$ cat src/rtl/button_conditioner.sv
// Debounces WIDTH raw push-buttons: two-flop synchronizer, a shared sample tick,
// per-button saturating hold counters, and a registered one-cycle press pulse.
module button_conditioner #(
  parameter int WIDTH          = 4,
  parameter int SAMPLE_CNT_MAX = 62_500,
  parameter int PULSE_CNT_MAX  = 200
) (
  input  logic             clk,
  input  logic             rst,
  input  logic [WIDTH-1:0] button_in,
  output logic [WIDTH-1:0] button_level,
  output logic [WIDTH-1:0] button_pulse
);

  localparam int SW = $clog2(SAMPLE_CNT_MAX);
  localparam int CW = $clog2(PULSE_CNT_MAX + 1);
  localparam logic [SW-1:0] SAMPLE_LAST = SW'(SAMPLE_CNT_MAX - 1);
  localparam logic [CW-1:0] CNT_FULL    = CW'(PULSE_CNT_MAX);

  logic [WIDTH-1:0] sync1_q, sync2_q;
  logic [SW-1:0]    smp_q, smp_d;
  logic             sample_tick;
  logic [CW-1:0]    cnt_q [WIDTH];
  logic [CW-1:0]    cnt_d [WIDTH];
  logic [WIDTH-1:0] level_q;
  logic [WIDTH-1:0] pulse_q, pulse_d;

  always_comb begin
    sample_tick = (smp_q == SAMPLE_LAST);
    smp_d       = sample_tick ? '0 : smp_q + SW'(1);
  end

  // A single low sample restarts the debounce; counters saturate, never wrap.
  always_comb begin
    for (int i = 0; i < WIDTH; i++) begin
      cnt_d[i] = cnt_q[i];
      if (!sync2_q[i]) begin
        cnt_d[i] = '0;
      end else if (sample_tick && (cnt_q[i] < CNT_FULL)) begin
        cnt_d[i] = cnt_q[i] + CW'(1);
      end
    end
  end

  always_comb begin
    for (int i = 0; i < WIDTH; i++) begin
      button_level[i] = (cnt_q[i] == CNT_FULL);
    end
  end

  assign pulse_d      = button_level & ~level_q;
  assign button_pulse = pulse_q;

  always_ff @(posedge clk) begin
    if (rst) begin
      sync1_q <= '0;
      sync2_q <= '0;
      smp_q   <= '0;
      level_q <= '0;
      pulse_q <= '0;
      for (int i = 0; i < WIDTH; i++) begin
        cnt_q[i] <= '0;
      end
    end else begin
      sync1_q <= button_in;
      sync2_q <= sync1_q;
      smp_q   <= smp_d;
      level_q <= button_level;
      pulse_q <= pulse_d;
      for (int i = 0; i < WIDTH; i++) begin
        cnt_q[i] <= cnt_d[i];
      end
    end
  end

endmodule

$ cat config.mk
export PLATFORM = sky130hd
export DESIGN_NAME = button_conditioner
export DESIGN_NICKNAME = d
export VERILOG_FILES = /design/src/rtl/button_conditioner.sv
export SDC_FILE = /design/constraint.sdc
export NUM_CORES = 1
export LEC_CHECK = 0
export CORE_MARGIN = 2
export CORE_UTILIZATION = 53
export CTS_CLUSTER_DIAMETER = 60
export DETAILED_ROUTE_END_ITERATION = 7
export GPL_TIMING_DRIVEN = 0
export HOLD_SLACK_MARGIN = 0.1
export PLACE_DENSITY = 0.84
export REMOVE_ABC_BUFFERS = 1
export SLEW_MARGIN = 20
export SYNTH_ARGS = -nofsm -noshare
export SYNTH_HDL_FRONTEND = slang
export SYNTH_SLANG_ARGS = --single-unit
export TNS_END_PERCENT = 20
$ cat constraint.sdc
create_clock -name clk -period 5.8 [get_ports clk]
set_input_delay 0.87 -clock clk [delete_from_list [all_inputs] [get_ports clk]]
set_output_delay 0.87 -clock clk [all_outputs]
set_load 0.05 [all_outputs]
==> results.json <==
{
  "maxSlewHeadroom_pct": 41.3,
  "synth_area_leaders": "dfxtp_1 45%, a21oi_1 4.5%, ha_1 4.4%",
  "grt_pass1_vias": 2160,
  "htree_levels": 3,
  "worstSetupPathType": "reg -> out",
  "critPathRequiredTime_ps": 4930,
  "die_w_um": 77.6,
  "postSynthAreaPerCell_um2": 8.68,
  "synth_top_family_by_area": "simple AND/OR/NAND/NOR gates",
  "synth-seq-area-share_pct": 44.6,
  "clkPwrFrac_pct": 45.5,
  "p_seq_share_pct": 52.6,
  "intPower_uw": 672,
  "top_layer": "met4",
  "yosys.area_share.xor_xnor_pct": 4.27,
  "cts.sink_count": 64,
  "hp-start": "level_q[0]",
  "core.rowCount": 26,
  "worstHoldEndpoint": "button_pulse[0]",
  "r2r-start": "smp_q[11]",
  "clk_pin_slew_ps": 70,
  "max_stage_delay_ps": 790,
  "power.share.switching_pct": 20.9,
  "synth_area_um2": 2870,
  "final.setup_skew_ps": 11.2,
  "met1_length_mm": 2.58,
  "wirelength_mm": 5.38,
  "tns_ps": 0,
  "port_buffers": 13,
  "overflow": 0,
  "timing.fmax_ghz": 0.339,
  "wl_met2_mm": 2.42,
  "crit_path_top_delay_cell": "clkdlybuf4s50_1",
  "cp-end-kind": "output port",
  "synth-compound-area-share_pct": 12.2,
  "ys_warn_count": 0,
  "pwr-share-comb_pct": 1.9,
  "async_flop_share_pct": 0,
  "p_sw_uw": 178,
  "antenna_found_initial": 0,
  "io_pins": 14,
  "vias_per_cell": 5.76,
  "holdPathStages": 1,
  "grtUsageTotal_pct": 19.9,
  "cts_setup_buffers": 0,
  "drive_above_1_share_pct": 6.03,
  "vias": 2407,
  "syn2layout_area_growth_pct": 12.4,
  "ys.flop_type": "dfxtp_1",
  "drt_iter0_markers": 144,
  "peakVddDrop_v": 0.000210,
  "crit_family": "buffers and inverters",
  "synth_cells": 331,
  "gp_congestion": 0.848,
  "worst-path-max-fanout": 5,
  "synth.distinct_cells": 36,
  "cts_resized": 0,
  "die_h_um": 77.6,
  "hold_path_class": "reg -> reg",
  "yosys.area_share.adder_pct": 4.36,
  "synth_top_area_cell": "dfxtp_1",
  "r2r_slack_ps": 3320,
  "ff2ff_path_depth": 4,
  "cts_hold_buf": 0,
  "dr.pass1.iters": 4,
  "grt_pass1_wl_mm": 9.54,
  "cts_tree": "yes",
  "drc": 0,
  "hold_viol": 0,
  "n_antenna_cell": 0,
  "grt_setup_unrepaired": "no",
  "setup_viol": 0,
  "antenna_left": 0,
  "period_needed_ps": 2950,
  "crit_buf_inv": 2,
  "synth_top_area_share_pct": 44.6,
  "yosys.area_share.simple_pct": 30.1,
  "synth-edff-count": 0,
  "synth.ff_latch_count": 64,
  "cap_violations": 0,
  "crit_path_start_kind": "flop",
  "cts-root-buf": "clkbuf_8",
  "clock_path_buffers": 2,
  "worstMarginPinSlew_ps": 874,
  "synthMuxAreaShare_pct": 0,
  "r2r-end": "cnt_q[1][3]",
  "cp_cell_sequence": "nand2_1 > nor3_1 > nand4b_1 > inv_1 > clkdlybuf4s50_1",
  "place_hpwl_mm": 3.53,
  "dr_wl_met3_um": 263,
  "fin_crit_sh_pct": 50.8,
  "coreArea_um2": 5170,
  "nNetsFinal": 359,
  "p_leak_uw": 0.00102,
  "worstPathArrival_ps": 2080,
  "powerDensity_nw_per_um2": 263,
  "cts_made_buffers": 9,
  "clock_latency_ps": 350,
  "grt_max_degree": 37,
  "status": "finished, final reports clean",
  "final_max_slew_viol_count": 0,
  "wl_per_cell_um": 12.9,
  "start_util_pct": 55.5,
  "whs_ps": 391,
  "die_area_um2": 6020
}
-- power by group through the flow --
stage                     clock (µW)  combinational, µW  sequential (µW)
final                            387               15.8              447
after detailed placement           0               15.9              457
after floorplan                    0               8.36              456
after global placement             0               15.6              457
after CTS                        396               16.0              447
after global routing             413               18.1              447
-- metal layers --
layer  up-vias  GRT usage [%]
li1       1224              -
met1      1120           27.3
met2        54           28.2
met3         9           5.58
met4         0           10.9
met5         -              0
-- through the flow --
step | power [µW] | setup WS, ps | util (%) | instances | area (µm²)
2_1_floorplan | 465 | 3510 | - | 319 | 2810
3_3_place_gp | 473 | 2970 | 58.6 | 402 | 3030
3_5_place_dp | 473 | 2970 | 58.6 | 402 | 3030
4_1_cts | 859 | 2840 | 62.4 | 418 | 3230
5_1_grt | 879 | 2720 | 62.4 | 418 | 3230
6_report | 850 | 2850 | 62.4 | 418 | 3230
-- layout by cell type (no fill, tap or decap), drive strengths merged --
cell type,count
dfxtp,64
nor2,33
a21oi,26
nand3,19
inv,18
nand4,16
or4,16
nand2,13
nor3,13
o21ai,13
clkdlybuf4s50,13
clkbuf,13
o31ai,11
nor2b,10
xnor2,10
ha,10
nor4,9
nand2b,6
or3,5
xor2,4
nand4b,3
or2,3
o41ai,2
and2,2
and3,2
a41oi,2
and4,2
o311ai,2
clkinv,2
or4b,1
nand3b,1
o211ai,1
a31oi,1
o21a,1
bufinv,1
-- flip-flops by register name, summed over array words and instances (netlist names) --
name / count
cnt_q: 32
smp_q: 16
button_pulse: 4
level_q: 4
sync1_q: 4
sync2_q: 4
-- Yosys cell counts (6+ instances only) --
cell and instances:
nor4_1 8, nand4_1 16, o31ai_1 11, nor2_1 33
ha_1 10, nand3_1 19, inv_1 18, or4_1 14
nor2b_1 10, xnor2_1 10, dfxtp_1 64, nand2b_1 6
a21oi_1 26, nand2_1 13, clkbuf_1 6, nor3_1 13
o21ai_0 13
-- area by class of cell --
type / instances / area, µm²
Inverter: 18 / 67.6
Tap cell: 70 / 87.6
Clock inverter: 3 / 40.0
Clock buffer: 13 / 159
Fill cell: 447 / 1940
Sequential cell: 64 / 1280
Multi-Input combinational cell: 237 / 1460
Timing Repair Buffer: 13 / 130
-- kinds of logic (layout without fill, tap and decap cells) --
logic type	count (synthesis)	after routing
simple gates	154	154
flops	64	64
xor+xnor	14	14
compound gates	59	59
buf+inv	30	47
fa+ha+maj	10	10
-- how the worst max path moves through the flow --
| stage | start | endpoint | depth (start not counted) |
|---|---|---|---|
| final | cnt_q[0][6] | button_level[0] | 5 |
| after global routing | cnt_q[0][6] | button_level[0] | 5 |
| after CTS | cnt_q[0][6] | button_level[0] | 5 |
| after detailed placement | rst | cnt_q[0][3] | 4 |
| after global placement | rst | cnt_q[0][3] | 4 |
| after floorplan | smp_q[11] | cnt_q[1][3] | 4 |
No activity file was read; power rests on OpenSTA's default activity.
